==> src/rtl/iiitb_cg_pkg.sv <==
// Shared types and constants for the two-channel clock-gating controller.
// Optional build macro: IIITB_CG_STATS_EN enables the gated-cycle statistics counters.
package iiitb_cg_pkg;

    localparam int CG_CNT_W  = 8;
    localparam int CG_STAT_W = 16;

    typedef enum logic [1:0] {
        OFF  = 2'b00,
        WAKE = 2'b01,
        ON   = 2'b10,
        IDLE = 2'b11
    } cg_state_e;

    function automatic logic [CG_STAT_W-1:0] stat_sat_inc(input logic [CG_STAT_W-1:0] value);
        logic [CG_STAT_W-1:0] result;
        if (value == 16'hFFFF) begin
            result = value;
        end else begin
            result = value + 16'd1;
        end
        return result;
    endfunction

endpackage

==> src/rtl/iiitb_cg_chan.sv <==
// One clock-gating channel: OFF/WAKE/ON/IDLE FSM with wake and idle counters and flopped en/gnt.
// Optional build macro: IIITB_CG_STATS_EN builds the saturating gated-cycle counter.
module iiitb_cg_chan
    import iiitb_cg_pkg::*;
#(
    parameter int IDLE_CYCLES = 4,
    parameter int WAKE_CYCLES = 2
) (
    input  logic                 clk,
    input  logic                 rst,
    input  logic                 r,
    output logic                 en,
    output logic                 gnt,
    output logic [CG_STAT_W-1:0] gated_cnt
);

    localparam logic [CG_CNT_W-1:0] WAKE_LAST = CG_CNT_W'(WAKE_CYCLES - 1);
    localparam logic [CG_CNT_W-1:0] IDLE_LAST = CG_CNT_W'(IDLE_CYCLES - 1);

    cg_state_e           state_r;
    cg_state_e           state_nxt_s;
    logic [CG_CNT_W-1:0] wake_cnt_r;
    logic [CG_CNT_W-1:0] wake_cnt_nxt_s;
    logic [CG_CNT_W-1:0] idle_cnt_r;
    logic [CG_CNT_W-1:0] idle_cnt_nxt_s;
    logic                en_r;
    logic                gnt_r;
    logic                en_nxt_s;
    logic                gnt_nxt_s;

    // State, counter and output flops; en/gnt are decoded from next state so they change with the FSM edge
    always_ff @(posedge clk) begin
        if (rst) begin
            state_r    <= OFF;
            wake_cnt_r <= 8'd0;
            idle_cnt_r <= 8'd0;
            en_r       <= 1'b0;
            gnt_r      <= 1'b0;
        end else begin
            state_r    <= state_nxt_s;
            wake_cnt_r <= wake_cnt_nxt_s;
            idle_cnt_r <= idle_cnt_nxt_s;
            en_r       <= en_nxt_s;
            gnt_r      <= gnt_nxt_s;
        end
    end

    // Next-state and counter update logic
    always_comb begin
        state_nxt_s    = state_r;
        wake_cnt_nxt_s = wake_cnt_r;
        idle_cnt_nxt_s = idle_cnt_r;
        case (state_r)
            OFF: begin
                if (r) begin
                    state_nxt_s    = WAKE;
                    wake_cnt_nxt_s = 8'd0;
                end else begin
                    state_nxt_s    = OFF;
                end
            end
            WAKE: begin
                // Wake always runs to completion; r is not looked at here
                wake_cnt_nxt_s = wake_cnt_r + 8'd1;
                if (wake_cnt_r == WAKE_LAST) begin
                    state_nxt_s = ON;
                end else begin
                    state_nxt_s = WAKE;
                end
            end
            ON: begin
                if (r) begin
                    state_nxt_s    = ON;
                    idle_cnt_nxt_s = 8'd0;
                end else begin
                    state_nxt_s    = IDLE;
                    idle_cnt_nxt_s = 8'd1;
                end
            end
            IDLE: begin
                if (r) begin
                    state_nxt_s    = ON;
                    idle_cnt_nxt_s = 8'd0;
                end else if (idle_cnt_r == IDLE_LAST) begin
                    state_nxt_s    = OFF;
                    idle_cnt_nxt_s = 8'd0;
                end else begin
                    state_nxt_s    = IDLE;
                    idle_cnt_nxt_s = idle_cnt_r + 8'd1;
                end
            end
            default: begin
                state_nxt_s    = OFF;
                wake_cnt_nxt_s = 8'd0;
                idle_cnt_nxt_s = 8'd0;
            end
        endcase
    end

    // Output decode from the next state
    always_comb begin
        en_nxt_s  = 1'b0;
        gnt_nxt_s = 1'b0;
        case (state_nxt_s)
            OFF: begin
                en_nxt_s  = 1'b0;
                gnt_nxt_s = 1'b0;
            end
            WAKE: begin
                en_nxt_s  = 1'b1;
                gnt_nxt_s = 1'b0;
            end
            ON, IDLE: begin
                en_nxt_s  = 1'b1;
                gnt_nxt_s = 1'b1;
            end
            default: begin
                en_nxt_s  = 1'b0;
                gnt_nxt_s = 1'b0;
            end
        endcase
    end

    assign en  = en_r;
    assign gnt = gnt_r;

`ifdef IIITB_CG_STATS_EN
    logic [CG_STAT_W-1:0] gated_cnt_r;

    // Count edges where the registered enable is low, saturating at all-ones
    always_ff @(posedge clk) begin
        if (rst) begin
            gated_cnt_r <= 16'h0000;
        end else if (!en_r) begin
            gated_cnt_r <= stat_sat_inc(gated_cnt_r);
        end else begin
            gated_cnt_r <= gated_cnt_r;
        end
    end

    assign gated_cnt = gated_cnt_r;
`else
    assign gated_cnt = 16'h0000;
`endif

endmodule

==> src/rtl/iiitb_cg_ctrl.sv <==
// Two-channel clock-gating controller: per-channel request plus a shared force_on override.
// Optional build macro: IIITB_CG_STATS_EN enables gated_cnt0/gated_cnt1 statistics.
module iiitb_cg_ctrl
    import iiitb_cg_pkg::*;
#(
    parameter int IDLE_CYCLES = 4,
    parameter int WAKE_CYCLES = 2
) (
    input  logic                 clk,
    input  logic                 rst,
    input  logic [1:0]           req,
    input  logic                 force_on,
    output logic [1:0]           en,
    output logic [1:0]           gnt,
    output logic [CG_STAT_W-1:0] gated_cnt0,
    output logic [CG_STAT_W-1:0] gated_cnt1
);

    logic [1:0] r_s;

    assign r_s = req | {2{force_on}};

    iiitb_cg_chan #(
        .IDLE_CYCLES(IDLE_CYCLES),
        .WAKE_CYCLES(WAKE_CYCLES)
    ) u_chan0 (
        .clk      (clk),
        .rst      (rst),
        .r        (r_s[0]),
        .en       (en[0]),
        .gnt      (gnt[0]),
        .gated_cnt(gated_cnt0)
    );

    iiitb_cg_chan #(
        .IDLE_CYCLES(IDLE_CYCLES),
        .WAKE_CYCLES(WAKE_CYCLES)
    ) u_chan1 (
        .clk      (clk),
        .rst      (rst),
        .r        (r_s[1]),
        .en       (en[1]),
        .gnt      (gnt[1]),
        .gated_cnt(gated_cnt1)
    );

endmodule

==> config.mk <==
export PLATFORM = sky130hd
export DESIGN_NAME = iiitb_cg_ctrl
export DESIGN_NICKNAME = d
export VERILOG_FILES = /design/src/rtl/iiitb_cg_pkg.sv /design/src/rtl/iiitb_cg_chan.sv /design/src/rtl/iiitb_cg_ctrl.sv
export SDC_FILE = /design/constraint.sdc
export NUM_CORES = 1
export LEC_CHECK = 0
export CORE_MARGIN = 4
export CORE_UTILIZATION = 50
export DETAILED_ROUTE_END_ITERATION = 16
export PLACE_DENSITY_LB_ADDON = 0.1
export SLEW_MARGIN = 20
export SYNTH_ARGS = -nofsm -noshare
export SYNTH_HDL_FRONTEND = slang
export SYNTH_SLANG_ARGS = --single-unit
==> constraint.sdc <==
create_clock -name clk -period 4.6 [get_ports clk]
set_input_delay 0.92 -clock clk [delete_from_list [all_inputs] [get_ports clk]]
set_output_delay 0.92 -clock clk [all_outputs]
set_load 0.02 [all_outputs]
# Word-level counts from Yosys, hierarchy flattened
# Index checks and enable logic that the tools add are counted.
# Widths: inputs -> output; s select.
[totals]
output_inout_bits = 36
in_bits = 5
word_cells = 77
ff_bits = 40
[op_classes]
n_mux = 28
n_addsub = 4
eq_ne = 18
reduce_logical = 16
bitwise = 1
[ops]
columns = ["op", "n"]
rows = [
  ["$pmux 8 s2", 4],
  ["$mux 8", 6],
  ["$add 8x1->8 const B", 4],
  ["$eq 2x2->1 const B", 8],
  ["$eq 8x1->1 const B", 2],
  ["$eq 8x2->1 const B", 2],
  ["$pmux 2 s4", 2],
  ["$mux 2", 6],
  ["$eq 2x1->1 const B", 4],
  ["$logic_not 2->1", 4],
  ["$pmux 1 s2", 4],
  ["$reduce_bool 2->1", 4],
  ["$reduce_or 2->1", 4],
  ["$mux 1", 6],
  ["$reduce_or 3->1", 2],
  ["$ne 2x2->1 const B", 2],
  ["$reduce_and 2->1", 2],
  ["$or 2x2->2", 1],
]

# Depth between registers and ports, before layout
# Gate-level depths: netlist of the first run.
[logic_depth]
ltp_word = 7
mapped_depth = 6
depth_no_buf = 6

# By module
# A second synthesis of the first run with hierarchy kept.
[hier_totals]
hier_cells = 281
hier_area_um2 = 2318.5
[by_module_without_submodules]
columns = ["module", "area_each_um2", "n_inst", "cells_per_inst", "seq_area_each_um2"]
rows = [
  ["iiitb_cg_chan (u_chan0)", 1153.6, 1, 141, 380.4],
  ["iiitb_cg_chan (u_chan1)", 1152.4, 1, 138, 380.4],
  ["iiitb_cg_ctrl", 12.5, 1, 2, 0.0],
]

# Worst setup path before layout of the first run
# Ideal clock, no wire load.
[synth_path]
path_kind = "input -> register"
from = "input port force_on"
to = "register u_chan0.idle_cnt_r[6]"
setup_slack_ps = 2600
arrival_ps = 1926
required_ps = 4526
stages = 5
setup_ps = 74
path_buffers = 1
path_cell_list = "buf_6 nand4bb_4 a21oi_4 or3b_1 a31oi_1"
[synth_between]
elab_chain_len = 3
[synth_lines]
columns = ["item", "line_no", "text"]
rows = [
  ["start: declaration", "iiitb_cg_ctrl.sv:12", "input logic force_on,"],
  ["$or 2x2->2", "iiitb_cg_ctrl.sv:21", "assign r_s = req | {2{force_on}};"],
  ["$mux 8", "iiitb_cg_chan.sv:81", "if (r) begin"],
  ["$pmux 8 s2", "iiitb_cg_chan.sv:53", "case (state_r)"],
  ["end signal: assignment", "iiitb_cg_chan.sv:42", "idle_cnt_r <= idle_cnt_nxt_s;"],
  ["end: declaration", "iiitb_cg_chan.sv:24", "logic [CG_CNT_W-1:0] idle_cnt_r;"],
]
# Every way passes these cells.
# A chain may end at the register's enable or synchronous reset.

# Worst setup path in the final report of the first run
[layout_path]
from = "input port force_on"
to = "register u_chan1.idle_cnt_r[7]"
[layout_between]
elab_chain_len = 3
[layout_lines]
columns = ["item", "line_no"]
rows = [
  ["$or 2x2->2", "iiitb_cg_ctrl.sv:21"],
  ["$mux 8", "iiitb_cg_chan.sv:81"],
  ["$pmux 8 s2", "iiitb_cg_chan.sv:53"],
  ["end signal: assignment", "iiitb_cg_chan.sv:42"],
  ["end: declaration", "iiitb_cg_chan.sv:24"],
]
# Every way passes these cells.

==> results.py, run 1 <==
metrics = {
    "cells_and_area": {
        "drive_above_1_share": 0.06522,
        "diodes": 0,
        "syn_to_final_growth_pct": 1.991,
        "num-nets-final": 286,
        "stdcell_count": 328,
        "fillers": 433,
    },
    "yosys": {
        "synthFlopType": "dfxtp_1",
        "synth_cells": 277,
        "synth_top_family_by_area": "simple AND/OR/NAND/NOR gates",
        "yosys_register_bits": 40,
        "synth_compound_area_frac": 0.1356,
        "syn_avg_cell_area_um2": 8.393,
        "yosysMostFrequentCell": "dfxtp_1",
        "seq_area_frac_synth": 0.3445,
        "synthAdderAreaFrac": 0.03229,
        "synth.area.mux_share": 0.03821,
        "synth-xor-area-share": 0.02637,
        "synth_area_um2": 2325,
        "yosys.area.top_type": "dfxtp_1",
        "synthTopCellsByArea": "dfxtp_1 (34%), buf_4 (12%), nor2_1 (5.0%)",
        "yosys.area.top_type_share": 0.3445,
        "postSynth.asyncResetShare": 0,
        "synthTopCellsByCount": "dfxtp_1 (40), buf_4 (36), nor2_1 (31)",
        "yosysUniqueCellTypes": 51,
        "synth-edff-count": 0,
        "ys.warnings.count": 0,
        "yosys.area_share.simple": 0.2696,
    },
    "placement": {
        "io_buffer_count": 8,
        "dpl.hpwl_mm": 2.961,
        "gp_congestion": 0.8229,
        "dpl.cell_count": 320,
    },
    "die": {
        "rows": 24,
        "die_h_um": 76.19,
        "fp.dieW_um": 76.19,
        "core_um2": 4414,
        "start_util": 0.5266,
        "num_io_pins": 41,
        "die-area_um2": 5804,
    },
    "route": {
        "num_vias": 1752,
        "drcViolationCount": 0,
        "drtPass1Iterations": 4,
        "drt_first_iter_violations": 96,
        "wl_per_cell_um": 12.80,
        "drt.antenna.violating_nets": 0,
        "avgViaCountPerCell": 5.341,
        "routed_wl_mm": 4.198,
    },
    "sta": {
        "finalSetupViolations": 0,
        "fin_hold_ws_ns": 0.5032,
        "post-route-min-period_ns": 2.443,
        "slew_viol_final": 0,
        "fin_tns_setup_ns": 0,
        "slew_headroom": 0.4568,
        "max_freq_mhz": 409.3,
        "clock_skew_ns": 0.003785,
        "worst_slew_pin_slew_ns": 0.8137,
        "hold_violations": 0,
        "period_share": 0.5311,
        "rsz0062_at_grt": "no",
    },
    "worst_setup_path": {
        "crit_fanout": 9,
        "slowest_stage": "clkdlybuf4s50_1",
        "cp_data_required_time_ns": 4.84,
        "startpoint_type": "primary input",
        "cp.arrival_ns": 2.68,
        "end_kind": "flip-flop",
        "path_cells": "clkdlybuf4s50_1, nand4bb_1, a21oi_1, and4b_1, a211o_1",
        "slowest_delay_ns": 0.56,
        "critical_path_class": "in -> reg",
    },
    "cts": {
        "clkTransAtPathRegs_ns": 0.07,
        "cts_made_buffers": 5,
        "cts_tree": "built",
        "cts_setup_buffers": 0,
        "ctsHoldBuffers": 0,
        "clock_latency_ns": 0.29,
        "clk_path_buf_depth": 2,
        "cts-root-buf": "clkbuf_8",
        "cts_max_level": 2,
        "cts-resized-gates": 0,
        "cts.sinks": 40,
    },
    "global_route": {
        "grt_max_degree": 28,
        "grt_pass1_wl_mm": 7.231,
        "groute.usage.overall": 0.1481,
        "grt_overflow": 0,
        "antenna_found_initial": 0,
        "first_global_vias": 1550,
    },
    "status": {
        "outcome": "complete, no violations",
    },
    "hold_path": {
        "min_path_type": "reg -> reg",
    },
    "run": {
        "maxCapViolations": 0,
    },
    "power_and_ir_drop": {
        "p_leak_nw": 0.8510,
        "power_density_nw_per_um2": 308.3,
        "max-vdd-ir-drop_mv": 0.1550,
        "finalPower_mw": 0.7311,
    },
}
## per-layer routing
layer	part of all wire	track usage	vias up
li1	-	-	910
met5	0	0	-
met1	0.46	0.1935	791
met2	0.47	0.2329	44
met4	0.015	0.04720	0
met3	0.053	0.04492	7
## state kept, by name, indices dropped and copies added (netlist names)
register / flops
u_chan0.idle_cnt_r: 8
u_chan0.wake_cnt_r: 8
u_chan1.idle_cnt_r: 8
u_chan1.wake_cnt_r: 8
u_chan0.state_r: 2
u_chan1.state_r: 2
u_chan0.en: 1
u_chan0.gnt: 1
u_chan1.en: 1
u_chan1.gnt: 1
## cell usage in the layout, fill, tap and decap left out, drive strengths merged, types with 2 or more instances in the layout
cell type      count
or3b               2
and4b              2
nor3              13
ha                 6
xnor2              7
nor2b              4
or2                2
a21oi             17
nand4              7
inv                6
nand2b             3
conb              32
nand3b             3
and3               5
o21ai             14
dfxtp             40
a211oi             4
a22oi              3
or3                2
a311oi             2
nor4               6
nand4bb            2
nor4b              5
nor2              32
nand2             12
mux2               7
nand3              9
clkdlybuf4s50      8
a31oi              2
clkbuf             6
## worst max-delay path, delay by kind of cell
kind	cells	cell delay, ns
AO/OA/AOI/OAI	2	0.50
buffers and inverters	1	0.56
AND/OR/NAND/NOR	2	0.71
## kinds of logic (layout without fill, tap and decap cells)
group	after synthesis	count (layout)
XOR/XNOR	7	7
buffers and inverters	55	23
multiplexers	8	8
flip-flops	40	40
adder cells (fa/ha/maj)	6	6
AND/OR/NAND/NOR	110	110
AO/OA/AOI/OAI	50	50
other	1	32
## per-stage QoR
step	setup WS (ns)	cell area [um^2]	utilization
finish	2.157	2371	0.5371
global route	2.013	2371	0.5371
CTS	2.201	2371	0.5371
detailed placement	1.895	2263	0.5128
global placement	1.969	2263	0.5128
floorplan	2.600	2441	-
## path summary, 6_finish.rpt
path	startpoint	end	slack, ns	cells past startpoint
worst min register to register	u_chan0.idle_cnt_r[2]$_SDFFE_PP0P_	u_chan0.idle_cnt_r[2]$_SDFFE_PP0P_	0.50	2
worst max register to register	u_chan1.state_r[1]$_SDFF_PP0_	u_chan1.idle_cnt_r[7]$_SDFFE_PP0P_	2.50	4
worst min-delay path	u_chan0.idle_cnt_r[2]$_SDFFE_PP0P_	u_chan0.idle_cnt_r[2]$_SDFFE_PP0P_	0.50	2
worst max-delay path	force_on	u_chan1.idle_cnt_r[7]$_SDFFE_PP0P_	2.16	5
## cell type report
cell class / count / area (um^2) / share of cell area
clock buffers: 6 / 72.57 / 0.03061
clock inverters: 2 / 35.03 / 0.01478
inverters: 6 / 22.52 / 0.009499
multi-input cells: 213 / 1287 / 0.5430
flip-flops and latches: 40 / 800.8 / 0.3377
well taps: 52 / 65.06 / 0.02744
repair buffers: 9 / 87.58 / 0.03694
## power breakdown
group          internal (mW)  total (mW)  switching [mW]
Combinational         0.0240      0.0788          0.0549
Sequential             0.355       0.370          0.0153
Clock                  0.161       0.282           0.121
Power figures use the tool's default switching activity.
==> run 2, diff against run 1 <==
Clock period 4.6 ns to 2.45 ns, I/O delays scaled along.
==> run 2 against run 1 <==
  * Register-to-register slack worse by 1.7 ns
  * First-iteration DRC count up 23%
  * Clock power up 62%
  * Global-route usage up 0.20 points
  * Core utilization up 0.51 points
  * Critical path depth unchanged
  * Hold slack worse by 0.0090 ns
  * Combinational power up 110%
  * Routed wire length up 1.5%
  * Final cell count up 1.5%
  * Worst setup slack worse by 1.7 ns
  * Total power up 79%
  * Largest power group unchanged
==> results.py, run 2 (synthesis results as in run 1) <==
metrics = {
    "cts": {
        "cts_made_buffers": 5,
        "cts_setup_buffers": 0,
        "ctsHoldBuffers": 0,
        "cts.sinks": 40,
        "clock_latency_ns": 0.29,
        "cts_tree": "built",
        "clk_path_buf_depth": 2,
        "cts-resized-gates": 0,
        "clkTransAtPathRegs_ns": 0.08,
        "cts_max_level": 2,
        "cts-root-buf": "clkbuf_8",
    },
    "die": {
        "core_um2": 4414,
        "die-area_um2": 5804,
        "rows": 24,
        "die_h_um": 76.19,
        "num_io_pins": 41,
        "start_util": 0.5266,
        "fp.dieW_um": 76.19,
    },
    "worst_setup_path": {
        "crit_fanout": 9,
        "end_kind": "flip-flop",
        "startpoint_type": "primary input",
        "critical_path_class": "in -> reg",
        "cp.arrival_ns": 2.21,
        "cp_data_required_time_ns": 2.69,
    },
    "cells_and_area": {
        "mostFrequentLayoutCells": "dfxtp_1 (40), conb_1 (32), nor2_1 (31), a21oi_1 (16)",
        "drive_above_1_share": 0.08541,
        "fillers": 419,
        "diodes": 0,
        "num-nets-final": 291,
        "final_cell_area_um2": 2394,
        "final_common_cell": "dfxtp_1",
        "syn_to_final_growth_pct": 2.960,
    },
    "route": {
        "routed_wl_mm": 4.260,
        "drtPass1Iterations": 4,
        "wl_per_cell_um": 12.79,
        "avgViaCountPerCell": 5.366,
        "drt.antenna.violating_nets": 0,
        "drt_first_iter_violations": 118,
        "drcViolationCount": 0,
        "num_vias": 1787,
    },
    "placement": {
        "io_buffer_count": 8,
        "dpl.hpwl_mm": 3.065,
        "placed_area_um2": 2301,
        "dp_worst_setup_slack_ns": 0.1977,
        "gp_congestion": 0.8122,
    },
    "power_and_ir_drop": {
        "p_switching_mw": 0.3643,
        "finalPower_mw": 1.306,
        "power_density_nw_per_um2": 545.7,
        "seqPwrFrac": 0.525,
        "internal-power_mw": 0.9417,
        "p_leak_nw": 0.8722,
        "pwr-share-clk": 0.350,
        "max-vdd-ir-drop_mv": 0.2982,
        "p_sw_frac": 0.2790,
        "power_frac_comb": 0.125,
    },
    "sta": {
        "clock_skew_ns": 0.005492,
        "hold_violations": 0,
        "period_share": 0.8057,
        "rsz0062_at_grt": "no",
        "fin_tns_setup_ns": 0,
        "max_freq_mhz": 506.6,
        "finalSetupViolations": 0,
        "fin_hold_ws_ns": 0.4943,
        "fin_ws_ns": 0.4759,
        "slew_viol_final": 0,
        "post-route-min-period_ns": 1.974,
    },
    "run": {
        "maxCapViolations": 0,
    },
    "global_route": {
        "first_global_vias": 1586,
        "grt_max_degree": 27,
        "antenna_found_initial": 0,
        "groute.usage.overall": 0.1501,
        "grt_pass1_wl_mm": 7.431,
        "grt_overflow": 0,
    },
    "hold_path": {
        "min_path_type": "reg -> reg",
    },
    "status": {
        "outcome": "complete, no violations",
    },
}
[run 2: changes by cell type in the layout (fill, tap and decap cells not counted)]
cell	previous run	this run
clkbuf_1	1	0
clkinv_2	1	2
buf_4	1	6
bufinv_16	1	0
clkbuf_8	5	6
[run 2: per-stage QoR]
step / std cells / util
2_1_floorplan: 308 / -
3_3_place_gp: 325 / 0.5213
3_5_place_dp: 325 / 0.5213
4_1_cts: 333 / 0.5422
5_1_grt: 333 / 0.5422
6_report: 333 / 0.5422
[run 2: worst paths after layout]
kind | from | end | slack, ns | cells after the start
setup / recovery | force_on | u_chan1.idle_cnt_r[7]$_SDFFE_PP0P_ | 0.48 | 5
hold / removal | u_chan0.idle_cnt_r[2]$_SDFFE_PP0P_ | u_chan0.idle_cnt_r[2]$_SDFFE_PP0P_ | 0.49 | 2
setup reg to reg | u_chan1.idle_cnt_r[0]$_SDFFE_PP0P_ | u_chan1.en$_SDFF_PP0_ | 0.78 | 5
hold reg to reg | u_chan0.idle_cnt_r[2]$_SDFFE_PP0P_ | u_chan0.idle_cnt_r[2]$_SDFFE_PP0P_ | 0.49 | 2
[run 2: layout make-up]
type,count,area (um^2),area share
Tap cell,52,65.06,0.02718
Sequential cell,40,800.8,0.3346
Multi-Input combinational cell,213,1287,0.5379
Clock buffer,6,82.58,0.03450
Inverter,6,22.52,0.009409
Clock inverter,2,10.01,0.004182
Timing Repair Buffer,14,125.1,0.05227
[run 2: power groups by stage]
| stage | sequential [mW] | clock [mW] | combinational [mW] |
|---|---|---|---|
| after floorplan | 0.692 | 0 | 0.176 |
| final | 0.686 | 0.457 | 0.163 |
| after global routing | 0.689 | 0.501 | 0.183 |
| after global placement | 0.701 | 0 | 0.163 |
| after detailed placement | 0.701 | 0 | 0.162 |
| after CTS | 0.686 | 0.471 | 0.162 |
[run 2: metal layers]
metal | GRT usage | share of wire
met5 | 0 | 0
met1 | 0.2073 | 0.49
met2 | 0.2286 | 0.46
met4 | 0.04720 | 0.014
met3 | 0.03783 | 0.034
[run 2: critical path, cell delays in order]
cell	delay, ns
clkdlybuf4s50_1	0.56
nand4bb_1	0.47
a21oi_1	0.36
and4b_1	0.24
a211o_1	0.09
